===== config.mk =====
export PLATFORM = sky130hd
export DESIGN_NAME = load_store_unit
export DESIGN_NICKNAME = d
export VERILOG_FILES = /design/src/rtl/load_store_unit.sv
export SDC_FILE = /design/constraint.sdc
export NUM_CORES = 1
export LEC_CHECK = 0
export BUFFER_PORTS_ARGS = -buffer_cell sky130_fd_sc_hd__buf_2
export CORE_MARGIN = 2
export CORE_UTILIZATION = 45
export CTS_CLUSTER_SIZE = 12
export DETAILED_ROUTE_END_ITERATION = 10
export GPL_TIMING_DRIVEN = 0
export PLACE_DENSITY = 0.77
export SLEW_MARGIN = 30
export SYNTH_ARGS = -nofsm -noshare
export SYNTH_HDL_FRONTEND = slang
export SYNTH_SLANG_ARGS = --single-unit

===== constraint.sdc =====
create_clock -name clk -period 2.2 [get_ports clk]
set_input_delay 0.66 -clock clk [delete_from_list [all_inputs] [get_ports clk]]
set_output_delay 0.66 -clock clk [all_outputs]
set_load 0.005 [all_outputs]

===== src/rtl/load_store_unit.sv =====
// RV32I memory-access stage: validates func3/alignment, runs one word-wide bus
// transaction with byte enables, and returns an extended load or store completion.
module load_store_unit #(
  parameter int unsigned XLEN        = 32,
  parameter int unsigned BUS_TIMEOUT = 255
) (
  input  logic            clk,
  input  logic            rst_n,
  input  logic            req_valid_i,
  output logic            req_ready_o,
  input  logic            req_store_i,
  input  logic [2:0]      req_func3_i,
  input  logic [XLEN-1:0] req_addr_i,
  input  logic [XLEN-1:0] req_wdata_i,
  input  logic [4:0]      req_rd_i,
  output logic            bus_req_o,
  output logic            bus_we_o,
  output logic [XLEN-1:0] bus_addr_o,
  output logic [3:0]      bus_be_o,
  output logic [XLEN-1:0] bus_wdata_o,
  input  logic            bus_ack_i,
  input  logic [XLEN-1:0] bus_rdata_i,
  output logic            rsp_valid_o,
  output logic            rsp_we_o,
  output logic [4:0]      rsp_rd_o,
  output logic [XLEN-1:0] rsp_data_o,
  output logic            rsp_misaligned_o,
  output logic            rsp_illegal_o,
  output logic            rsp_bus_err_o
);

  localparam int unsigned CNT_W = (BUS_TIMEOUT > 1) ? $clog2(BUS_TIMEOUT + 1) : 1;

  typedef enum logic [1:0] {IDLE, BUS, RESP} state_e;

  state_e            state_q, state_d;
  logic              store_q, store_d;
  logic [2:0]        func3_q, func3_d;
  logic [1:0]        addr_lo_q, addr_lo_d;
  logic [4:0]        rd_q, rd_d;
  logic [CNT_W-1:0]  cnt_q, cnt_d;
  logic              bus_req_q, bus_req_d;
  logic              bus_we_q, bus_we_d;
  logic [XLEN-1:0]   bus_addr_q, bus_addr_d;
  logic [3:0]        bus_be_q, bus_be_d;
  logic [XLEN-1:0]   bus_wdata_q, bus_wdata_d;
  logic              rsp_valid_q, rsp_valid_d;
  logic              rsp_we_q, rsp_we_d;
  logic [4:0]        rsp_rd_q, rsp_rd_d;
  logic [XLEN-1:0]   rsp_data_q, rsp_data_d;
  logic              rsp_mis_q, rsp_mis_d;
  logic              rsp_ill_q, rsp_ill_d;
  logic              rsp_berr_q, rsp_berr_d;

  logic              illegal_c, misaligned_c, timeout_c;
  logic [3:0]        be_c;
  logic [XLEN-1:0]   wdata_c, shifted_c, load_c;

  // Request decode: func3 legality, alignment, lane enables and replicated store data
  always_comb begin
    if (req_store_i) illegal_c = (req_func3_i != 3'b000) && (req_func3_i != 3'b001) &&
                                 (req_func3_i != 3'b010);
    else             illegal_c = (req_func3_i == 3'b011) || (req_func3_i[2:1] == 2'b11);
    misaligned_c = ((req_func3_i[1:0] == 2'b01) && req_addr_i[0]) ||
                   ((req_func3_i[1:0] == 2'b10) && (req_addr_i[1:0] != 2'b00));
    case (req_func3_i[1:0])
      2'b00:   be_c = 4'b0001 << req_addr_i[1:0];
      2'b01:   be_c = 4'b0011 << req_addr_i[1:0];
      default: be_c = 4'b1111;
    endcase
    case (req_func3_i[1:0])
      2'b00:   wdata_c = {4{req_wdata_i[7:0]}};
      2'b01:   wdata_c = {2{req_wdata_i[15:0]}};
      default: wdata_c = req_wdata_i;
    endcase
  end

  // Load lane extraction from the returned word
  always_comb begin
    shifted_c = bus_rdata_i >> {addr_lo_q, 3'b000};
    case (func3_q)
      3'b000:  load_c = {{(XLEN-8){shifted_c[7]}}, shifted_c[7:0]};
      3'b100:  load_c = {{(XLEN-8){1'b0}}, shifted_c[7:0]};
      3'b001:  load_c = {{(XLEN-16){shifted_c[15]}}, shifted_c[15:0]};
      3'b101:  load_c = {{(XLEN-16){1'b0}}, shifted_c[15:0]};
      default: load_c = bus_rdata_i;
    endcase
  end

  assign timeout_c = (BUS_TIMEOUT != 0) && (cnt_q == CNT_W'(BUS_TIMEOUT - 1));

  always_comb begin
    state_d     = state_q;
    store_d     = store_q;
    func3_d     = func3_q;
    addr_lo_d   = addr_lo_q;
    rd_d        = rd_q;
    cnt_d       = cnt_q;
    bus_req_d   = bus_req_q;
    bus_we_d    = bus_we_q;
    bus_addr_d  = bus_addr_q;
    bus_be_d    = bus_be_q;
    bus_wdata_d = bus_wdata_q;
    rsp_valid_d = rsp_valid_q;
    rsp_we_d    = rsp_we_q;
    rsp_rd_d    = rsp_rd_q;
    rsp_data_d  = rsp_data_q;
    rsp_mis_d   = rsp_mis_q;
    rsp_ill_d   = rsp_ill_q;
    rsp_berr_d  = rsp_berr_q;
    case (state_q)
      IDLE: begin
        if (req_valid_i) begin
          store_d   = req_store_i;
          func3_d   = req_func3_i;
          addr_lo_d = req_addr_i[1:0];
          rd_d      = req_rd_i;
          cnt_d     = '0;
          if (illegal_c || misaligned_c) begin
            state_d     = RESP;
            rsp_valid_d = 1'b1;
            rsp_rd_d    = req_rd_i;
            rsp_ill_d   = illegal_c;
            rsp_mis_d   = !illegal_c;
          end else begin
            state_d     = BUS;
            bus_req_d   = 1'b1;
            bus_we_d    = req_store_i;
            bus_addr_d  = {req_addr_i[XLEN-1:2], 2'b00};
            bus_be_d    = be_c;
            bus_wdata_d = wdata_c;
          end
        end
      end
      BUS: begin
        // An ack in the timeout cycle takes priority over the error
        if (bus_ack_i) begin
          state_d     = RESP;
          bus_req_d   = 1'b0;
          cnt_d       = '0;
          rsp_valid_d = 1'b1;
          rsp_rd_d    = rd_q;
          rsp_we_d    = !store_q && (rd_q != 5'd0);
          rsp_data_d  = store_q ? '0 : load_c;
        end else if (timeout_c) begin
          state_d     = RESP;
          bus_req_d   = 1'b0;
          cnt_d       = '0;
          rsp_valid_d = 1'b1;
          rsp_rd_d    = rd_q;
          rsp_berr_d  = 1'b1;
        end else begin
          cnt_d = cnt_q + CNT_W'(1);
        end
      end
      RESP: begin
        state_d     = IDLE;
        rsp_valid_d = 1'b0;
        rsp_we_d    = 1'b0;
        rsp_rd_d    = '0;
        rsp_data_d  = '0;
        rsp_mis_d   = 1'b0;
        rsp_ill_d   = 1'b0;
        rsp_berr_d  = 1'b0;
      end
      default: state_d = IDLE;
    endcase
  end

  always_ff @(posedge clk or negedge rst_n) begin
    if (!rst_n) begin
      state_q     <= IDLE;
      store_q     <= 1'b0;
      func3_q     <= '0;
      addr_lo_q   <= '0;
      rd_q        <= '0;
      cnt_q       <= '0;
      bus_req_q   <= 1'b0;
      bus_we_q    <= 1'b0;
      bus_addr_q  <= '0;
      bus_be_q    <= '0;
      bus_wdata_q <= '0;
      rsp_valid_q <= 1'b0;
      rsp_we_q    <= 1'b0;
      rsp_rd_q    <= '0;
      rsp_data_q  <= '0;
      rsp_mis_q   <= 1'b0;
      rsp_ill_q   <= 1'b0;
      rsp_berr_q  <= 1'b0;
    end else begin
      state_q     <= state_d;
      store_q     <= store_d;
      func3_q     <= func3_d;
      addr_lo_q   <= addr_lo_d;
      rd_q        <= rd_d;
      cnt_q       <= cnt_d;
      bus_req_q   <= bus_req_d;
      bus_we_q    <= bus_we_d;
      bus_addr_q  <= bus_addr_d;
      bus_be_q    <= bus_be_d;
      bus_wdata_q <= bus_wdata_d;
      rsp_valid_q <= rsp_valid_d;
      rsp_we_q    <= rsp_we_d;
      rsp_rd_q    <= rsp_rd_d;
      rsp_data_q  <= rsp_data_d;
      rsp_mis_q   <= rsp_mis_d;
      rsp_ill_q   <= rsp_ill_d;
      rsp_berr_q  <= rsp_berr_d;
    end
  end

  assign req_ready_o      = (state_q == IDLE);
  assign bus_req_o        = bus_req_q;
  assign bus_we_o         = bus_we_q;
  assign bus_addr_o       = bus_addr_q;
  assign bus_be_o         = bus_be_q;
  assign bus_wdata_o      = bus_wdata_q;
  assign rsp_valid_o      = rsp_valid_q;
  assign rsp_we_o         = rsp_we_q;
  assign rsp_rd_o         = rsp_rd_q;
  assign rsp_data_o       = rsp_data_q;
  assign rsp_misaligned_o = rsp_mis_q;
  assign rsp_illegal_o    = rsp_ill_q;
  assign rsp_bus_err_o    = rsp_berr_q;

endmodule


==> Word level (Yosys, flattened, before mapping) <==
Index checks and enable logic that the tools add are counted.
{ "totals": {"register_bits": 131, "latch_bits": 0, "ram_bits": 0, "mem_bits_ro": 0, "out_inout_bits": 113, "mem_count": 0} }
{ "op_classes": {"n_addsub": 1, "multipliers": 0, "div_mod_pow": 0, "magnitude_cmp": 0, "n_eq_ne": 19, "shifts": 3, "muxes": 41, "n_bitwise": 1, "reduce_logical": 29} }
{ "ops": {"columns": ["operator", "n"], "rows": [
  ["case mux 32 bit (2 select lines)", 2],
  ["case mux 32 bit (4 select lines)", 1],
  ["two-way mux 32 bit", 2],
  ["right shift 32 x 5 -> 16 bit", 1],
  ["two-way mux 8 bit", 3],
  ["two-way mux 5 bit", 4],
  ["case mux 8 bit (2 select lines)", 1],
  ["two-way mux 1 bit", 15],
  ["case mux 5 bit (3 select lines)", 1],
  ["!= test 2 bit (second input constant)", 5],
  ["case mux 1 bit (2 select lines)", 5],
  ["AND reduction 3 bit", 3],
  ["adder 8 x 1 -> 8 bit (second input constant)", 1],
  ["equality test 8 bit (second input constant)", 1],
  ["two-way mux 2 bit", 4],
  ["case mux 4 bit (2 select lines)", 1],
  ["AND reduction 2 bit", 4],
  ["AND reduction 4 bit", 2],
  ["nonzero test 2 bit", 4],
  ["equality test 2 bit (second input constant)", 3],
  ["equality test 3 bit (second input constant)", 2],
  ["nonzero test 3 bit", 2],
  ["logical AND 1 bit", 5],
  ["nonzero test 5 bit", 1],
  ["16 further kinds", 21]
]} }

==> Depth between registers and ports, before layout <==
Gate-level depths: netlist of run 1.
{ "depth": {"word_depth": 8, "depth_mapped": 9} }

==> Worst setup path after synthesis of run 1 <==
Ideal clock, no wire load.
{ "synth_timing": {"kind": "input port to flip-flop", "startpoint": "in req_func3_i[0]", "endpoint": "reg bus_addr_q[28], in the netlist bus_addr_o[28]", "arrival_time_ps": 2005, "setup_slack_ps": 70, "path_stages": 6, "n_path_buf": 3, "path_cell_list": "clkbuf_1 a221oi_2 o21bai_1 buf_2 buf_2 mux2_2"} }
{ "synth_via": {"elab_chain_cells": 7, "elab_cells_between_ends": 16, "classes_between": "5 x eq/ne; 1 x mux; 1 x bitwise; 9 x reduce/logical"} }
{ "synth_lines": {"columns": ["item", "line", "rtl"], "rows": [
  ["from (decl)", "12", "input logic [2:0] req_func3_i,"],
  ["!= test 3 x 1 -> 1 bit / nonzero test 3 bit (equally long branches)", "61", "if (req_store_i) illegal_c = (req_func3_i != 3'b000) && (req_func3_i != 3'b001) &&"],
  ["logical AND 1 bit (2 in a row)", "61", null],
  ["two-way mux 1 bit", "61", null],
  ["logical OR 1 bit (*)", "119", "if (illegal_c || misaligned_c) begin"],
  ["inverter 1 bit (no source line) (*)", null, null],
  ["AND reduction 3 bit (no source line) (*)", null, null],
  ["to (signal assigned)", "199", "bus_addr_q <= bus_addr_d;"],
  ["to (decl)", "44", "logic [XLEN-1:0] bus_addr_q, bus_addr_d;"]
]} }
Every way passes the cells marked *; elsewhere a longest branch is shown, timed or not.
A chain may end at the register's enable or synchronous reset.

==> Worst setup path in the final report of run 1 <==
{ "layout_timing": {"startpoint": "reg state_q[0]", "endpoint": "reg rsp_data_q[21], in the netlist rsp_data_o[21]"} }
{ "layout_via": {"elab_chain_cells": 3, "elab_cells_between_ends": 6, "classes_between": "3 x eq/ne; 1 x mux; 2 x reduce/logical"} }
{ "layout_lines": {"columns": ["item", "line", "rtl"], "rows": [
  ["from (decl)", "36", "state_e state_q, state_d;"],
  ["from (signal assigned)", "191", "state_q <= state_d;"],
  ["equality test 2 x 1 -> 1 bit / equality test 2 bit (equally long branches)", "111", "case (state_q)"],
  ["!= test 2 bit (no source line) / nonzero test 2 bit (equally long branches)", null, null],
  ["AND reduction 2 bit (no source line)", null, null],
  ["to (signal assigned)", "205", "rsp_data_q <= rsp_data_d;"],
  ["to (decl)", "50", "logic [XLEN-1:0] rsp_data_q, rsp_data_d;"]
]} }
Several ways; a longest one is shown, not always the timed one.

==> results.md, run 1 <==
- Outcome: finished, final reports clean
- Fmax: 481 MHz
- Port Buffer Count: 218
- P per Cell Area: 1230 mW/mm²
- Crit. Startpoint: state_q[0]$_DFFE_PN0P_
- Vias in the first global route: 5272
- CTS tree: yes
- Fin nets: 905
- Fin util: 0.614
- Max Slew Vio Count: 0
- Sequential share of the synthesized area: 0.542
- Vias: 5239
- Dominant cell type by area after synthesis: dfrtp_1
- WL/cell: 17.0 µm
- Largest net degree at the start of global routing: 82
- Max Buffers Root-to-Sink: 2
- Max-cap viol count: 0
- Vias/cell: 5.36
- Worst relative slew slack: 0.470
- Critical path fanouts, max: 10
- Hold Vio Cnt, Final: 0
- Worst path arrival time: 2.37 ns
- Most frequent cells after synthesis: dfrtp_1 (131), o21ai_0 (61), mux2_2 (54), nand2_1 (54)
- Mapped Area: 0.00605 mm²
- Worst Clk Skew: 0.00618 ns
- Main synth FF type: dfrtp_1
- Final Instance Area: 0.00809 mm²
- RSZ-0062 raised after global routing: false
- Class of the worst hold path: primary input to asynchronous set/reset pin
- Clock Tree Root: clkbuf_16
- CTS buffer count: 17
- Synth Area per Inst: 11.1 µm²
- Most common cell in the netlist: dfrtp_1
- IO Count: 222
- Cell leakage power: 4.11 nW
- DIE AREA: 0.0144 mm²
- Top sig layer: met4
- Met2 WL: 8.28 mm
- Die height: 120 µm
- Remaining Overflow, GRT: 0
- CP Capture Type: register
- Post-DP HPWL: 12.3 mm
- # setup viols final: 0
- All-Layer GR Usage: 0.240
- Initial Util: 0.458
- Metal3 WL: 1.42 mm
- WL final: 16.6 mm
- Worst-Skew Late Latency: 0.41 ns
- Area growth from synthesis to layout: 33.9%
- Maximum vdd drop: 0.000790 V
- Placer Congestion: 0.871
- Worst flop-to-flop path endpoint: rsp_data_o[21]$_DFFE_PN0P_
- Setup tns final: 0 ns
- Post-route DRC violation count: 0
- Layout cells sized above 1: 0.418
- Synth top area share: 0.542
- Mapped Cells: 545
- CTS hold repair buffers: 0
- Finished Layout Cells: 978
- Final ANT Viol Nets: 0
- Post-synth EDFFs: 0
- Clock transition at path regs: 0.06 ns
- Yosys reg bits: 131
- Async set-or-reset flop fraction in the synthesized netlist: 1.00
- Critical Path RT: 2.49 ns
- DRT Pass-1 Iters: 7
- First-pass GRT wire length: 26.8 mm
- Core area: 0.0132 mm²
- Fillers: 1153
- Min Tclk post-route: 2.08 ns
- Yosys cell types: 51
- Placed insts: 941
- Worst slew pin tran: 0.791 ns
- Antenna diodes: 0
- Die width: 120 µm
- Initial antenna violation count: 0
- R2R Path Start: state_q[0]$_DFFE_PN0P_
- Clock Sink Count: 131
- Worst hold slack: 0.160 ns
- Initial DRC Count: 409
- Row count: 42
- Reg2reg path depth: 7
- Ratio of final minimum period to clock period: 0.945
- CP startpoint kind: register
- Critical path class: register to register
- CTS H-Tree Depth: 4
- Metal-1 WL: 6.58 mm
- Yosys warns: 0
- Reg-to-reg slack, setup: 0.12 ns
- Synth area leaders: dfrtp_1 (54%), mux2_2 (10%), mux2i_1 (5.8%), o21ai_0 (5.0%), nand2_1 (3.4%)
- Placed standard-cell area: 0.00740 mm²
[what timing repair did]
| action | CTS | global route |
|---|---|---|
| setup buffers | 3 | 3 |
| pin swaps | 1 | 0 |
| resized for setup | 9 | 9 |
| setup endpoints to repair | 82 | 35 |
[cells in the final DEF, fill, tap and decap left out, types with 9 or more instances in the layout]
| cell type | instances |
|---|---|
| nor2_1 | 35 |
| clkbuf_1 | 18 |
| a22oi_1 | 9 |
| inv_1 | 18 |
| o21ai_0 | 61 |
| clkbuf_16 | 17 |
| buf_2 | 226 |
| a21oi_1 | 21 |
| mux2_2 | 54 |
| mux2i_1 | 34 |
| nand2_1 | 53 |
| dfrtp_1 | 131 |
| a221o_1 | 16 |
[sequential cells by signal (all words and copies together) (netlist names), 2 cells and up]
name / flops
bus_wdata_o: 32
rsp_data_o: 32
bus_addr_o: 30
cnt_q: 8
rd_q: 5
rsp_rd_o: 5
bus_be_o: 4
func3_q: 3
addr_lo_q: 2
state_q: 2
[where the power goes]
| part | leakage [nW] | internal (mW) | total, mW | switching [mW] |
|---|---|---|---|---|
| combinational | 2.16 | 1.60 | 3.34 | 1.74 |
| clock | 0.285 | 1.83 | 2.83 | 1.00 |
| sequential | 1.66 | 3.29 | 3.79 | 0.499 |
[worst max-delay path: stages (launching register included)]
cell      delay, ns
dfrtp_1        0.41
inv_1          0.11
ha_2           0.27
and4bb_2       0.27
and2_1         0.15
clkbuf_1       0.17
clkbuf_2       0.23
a221o_1        0.33
[routing by layer]
metal / GRT usage / vias to the layer above
met4: 0.100 / 0
met2: 0.396 / 235
met5: 0 / -
met3: 0.0784 / 28
li1: - / 2433
met1: 0.288 / 2543
[stage by stage]
| step | worst slack [ns] | total power [mW] |
|---|---|---|
| floorplan | 0.0702 | 5.62 |
| global placement | -1.36 | 7.01 |
| detailed placement | -0.606 | 7.13 |
| CTS | 0.0595 | 10.0 |
| global route | 0.0245 | 10.6 |
| finish | 0.121 | 9.97 |
[logic make-up (layout without fill, tap and decap cells)]
kind of cell | Yosys count | after routing | synth area share
compound gates | 130 | 130 | 0.140
xor+xnor | 6 | 6 | 0.00869
fa+ha+maj | 6 | 6 | 0.0124
buf+inv | 54 | 310 | 0.0379
flops | 131 | 131 | 0.542
mux | 90 | 90 | 0.162
other cells | 1 | 2 | 0.000620
simple gates | 127 | 127 | 0.0956
[final cells by class]
class / instances / area, µm² / area share
Tap cell: 176 / 220 / 0.0272
Multi-Input combinational cell: 361 / 2570 / 0.317
Clock buffer: 21 / 460 / 0.0569
Buffer: 35 / 176 / 0.0218
Clock inverter: 10 / 133 / 0.0164
Inverter: 19 / 71.3 / 0.00881
Sequential cell: 131 / 3280 / 0.405
Timing Repair Buffer: 225 / 1190 / 0.147
[worst max-delay path by stage]
| stage | endpoint | cells past startpoint |
|---|---|---|
| final | rsp_data_o[21]$_DFFE_PN0P_ | 7 |
| after global routing | rsp_data_o[23]$_DFFE_PN0P_ | 7 |
| after CTS | bus_addr_o[28]$_DFFE_PN0P_ | 8 |
| after detailed placement | bus_wdata_o[23]$_DFFE_PN0P_ | 7 |
| after global placement | bus_addr_o[16]$_DFFE_PN0P_ | 1 |
| after floorplan | bus_addr_o[28]$_DFFE_PN0P_ | 6 |
No activity file was read; power rests on OpenSTA's default activity.
==> inputs of run 2 (changes only) <==
==> constraint.sdc (replaced) <==
create_clock -name clk -period 1.72 [get_ports clk]
set_input_delay 0.516 -clock clk [delete_from_list [all_inputs] [get_ports clk]]
set_output_delay 0.516 -clock clk [all_outputs]
set_load 0.005 [all_outputs]
==> run 2 against run 1 <==
  * The run now ends with negative setup slack left
  * Power up 41%
  * Via count up 4.1%
  * Clock skew up 0.0015 ns
  * Global-route usage up 1.6 points
  * Count of clock-buffer cells in the layout up 4
  * Sequential cell count unchanged
  * Die area unchanged
  * Critical path depth down 1
  * Highest routed layer unchanged
==> results.md, run 2 (same netlist as run 1, synthesis figures left out) <==
- Failing checks: negative setup slack
- IO Count: 222
- Sw Pwr: 4.73 mW
- DIE AREA: 0.0144 mm²
- Vias in the first global route: 5840
- Remaining Overflow, GRT: 0
- CP cell instances: mux4_2, nor2_4, a2111oi_4, buf_4, buf_6, a221o_1
- CTS H-Tree Depth: 4
- Outcome: complete, but fails checks
- CTS tree: yes
- Worst relative slew slack: 0.471
- Area growth from synthesis to layout: 50.9%
- Clock transition at path regs: 0.05 ns
- Placed insts: 941
- Logic pwr share: 0.401
- Critical Path RT: 2.01 ns
- Clock share of power: 0.242
- Clock Sink Count: 131
- Commonest non-fill, non-tap cell in the layout: buf_2
- Initial Util: 0.458
- Post-route DRC violation count: 0
- P per Cell Area: 1540 mW/mm²
- Place WS: -0.417 ns
- Antenna diodes: 0
- Clock Tree Root: clkbuf_16
- Maximum vdd drop: 0.000852 V
- Sequential share of power: 0.357
- All-Layer GR Usage: 0.256
- Seq. cell area: 0.00328 mm²
- Sw Share: 0.337
- Vias/cell: 5.41
- Layout cells sized above 1: 0.549
- Largest net degree at the start of global routing: 81
- Row count: 42
- WL/cell: 18.3 µm
- Min Tclk post-route: 1.91 ns
- CP startpoint kind: register
- Class of the worst hold path: primary input to asynchronous set/reset pin
- Die width: 120 µm
- Crit path max-delay family: multiplexers
- Most frequent cells in the layout: buf_2 (218), dfrtp_1 (128), mux2_2 (47)
- Worst path arrival time: 2.20 ns
- WL final: 18.5 mm
- Critical path's slowest cell: mux4_2
- Crit path largest cell delay: 0.58 ns
- Vias: 5455
- CP Capture Type: register
- Port Buffer Count: 218
- Cell leakage power: 4.53 nW
- Fillers: 965
- Initial antenna violation count: 0
- RSZ-0062 raised after global routing: true
- Fmax: 522 MHz
- Ratio of final minimum period to clock period: 1.11
- Final ANT Viol Nets: 0
- Initial DRC Count: 311
- Fin nets: 937
- Post-DP HPWL: 12.6 mm
- Buf+Inv Stages, Crit Path: 2
- Placer Congestion: 0.899
- Cell-internal power: 9.32 mW
- Finished Layout Cells: 1009
- Max-cap viol count: 0
- Worst-Skew Late Latency: 0.41 ns
- Worst Clk Skew: 0.00763 ns
- Setup tns final: -5.68 ns
- Max Buffers Root-to-Sink: 2
- CTS buffer count: 17
- DRT Pass-1 Iters: 5
- Critical path fanouts, max: 5
- Setup ws final: -0.195 ns
- # setup viols final: 71
- Die height: 120 µm
- Core area: 0.0132 mm²
- Total power: 14.1 mW
- Multi-input gate area: 0.00306 mm²
- Hold Vio Cnt, Final: 0
- Critical path class: register to register
- Worst slew pin tran: 0.790 ns
- Max Slew Vio Count: 0
- First-pass GRT wire length: 28.5 mm
[run 2: final cells by class]
| cell class | count | area share |
|---|---|---|
| tap | 176 | 0.0241 |
| multi-input combinational | 362 | 0.336 |
| clock inverter | 5 | 0.00548 |
| clock buffer | 25 | 0.0554 |
| inverter | 19 | 0.00891 |
| buffer | 32 | 0.0354 |
| timing repair buffer | 259 | 0.175 |
| sequential | 131 | 0.360 |
[run 2: metrics by stage]
step | cell area [µm²] | hold WS (ns) | util
finish | 9130 | 0.0145 | 0.692
global route | 9130 | 0.0258 | 0.692
CTS | 8750 | 0.0159 | 0.664
detailed placement | 7550 | 0.453 | 0.573
global placement | 7520 | 0.459 | 0.570
floorplan | 6210 | 0.220 | -
[run 2: path summary, 6_finish.rpt]
path	startpoint	endpoint	slack, ns	cells after the start
setup / recovery	addr_lo_q[1]$_DFFE_PN0P_	rsp_data_o[28]$_DFFE_PN0P_	-0.19	6
hold / removal	rst_n	rsp_rd_o[0]$_DFFE_PN0P_	0.01	1
setup reg to reg	addr_lo_q[1]$_DFFE_PN0P_	rsp_data_o[28]$_DFFE_PN0P_	-0.19	6
hold reg to reg	bus_wdata_o[31]$_DFFE_PN0P_	bus_wdata_o[31]$_DFFE_PN0P_	0.48	2
max in group asynchronous	rst_n	bus_wdata_o[31]$_DFFE_PN0P_	0.98	2
min in group clk	req_addr_i[22]	bus_addr_o[22]$_DFFE_PN0P_	0.34	2
[run 2: metal layers]
layer,global-route usage,vias up,wire (µm)
li1,-,2499,-
met1,0.285,2681,6990
met2,0.451,232,9740
met3,0.0779,43,1250
met4,0.107,0,527
met5,0,-,0
[run 2: power by group through the flow]
stage,Combinational (mW),Sequential [mW],Clock (mW)
3_5_place_dp,4.41,4.90,0
6_report,5.63,5.02,3.41
3_3_place_gp,4.28,4.83,0
2_1_floorplan,2.45,4.93,0
4_1_cts,5.17,4.90,3.46
5_1_grt,6.11,5.14,3.61
[run 2: timing repair]
item | in CTS | in global routing
gates cloned | 9 | 2
buffers inserted | 23 | 12
pin swaps | 10 | 43
hold buffers | 0 | 0
resized for setup | 105 | 112
endpoints found under the setup margin | 118 | 122
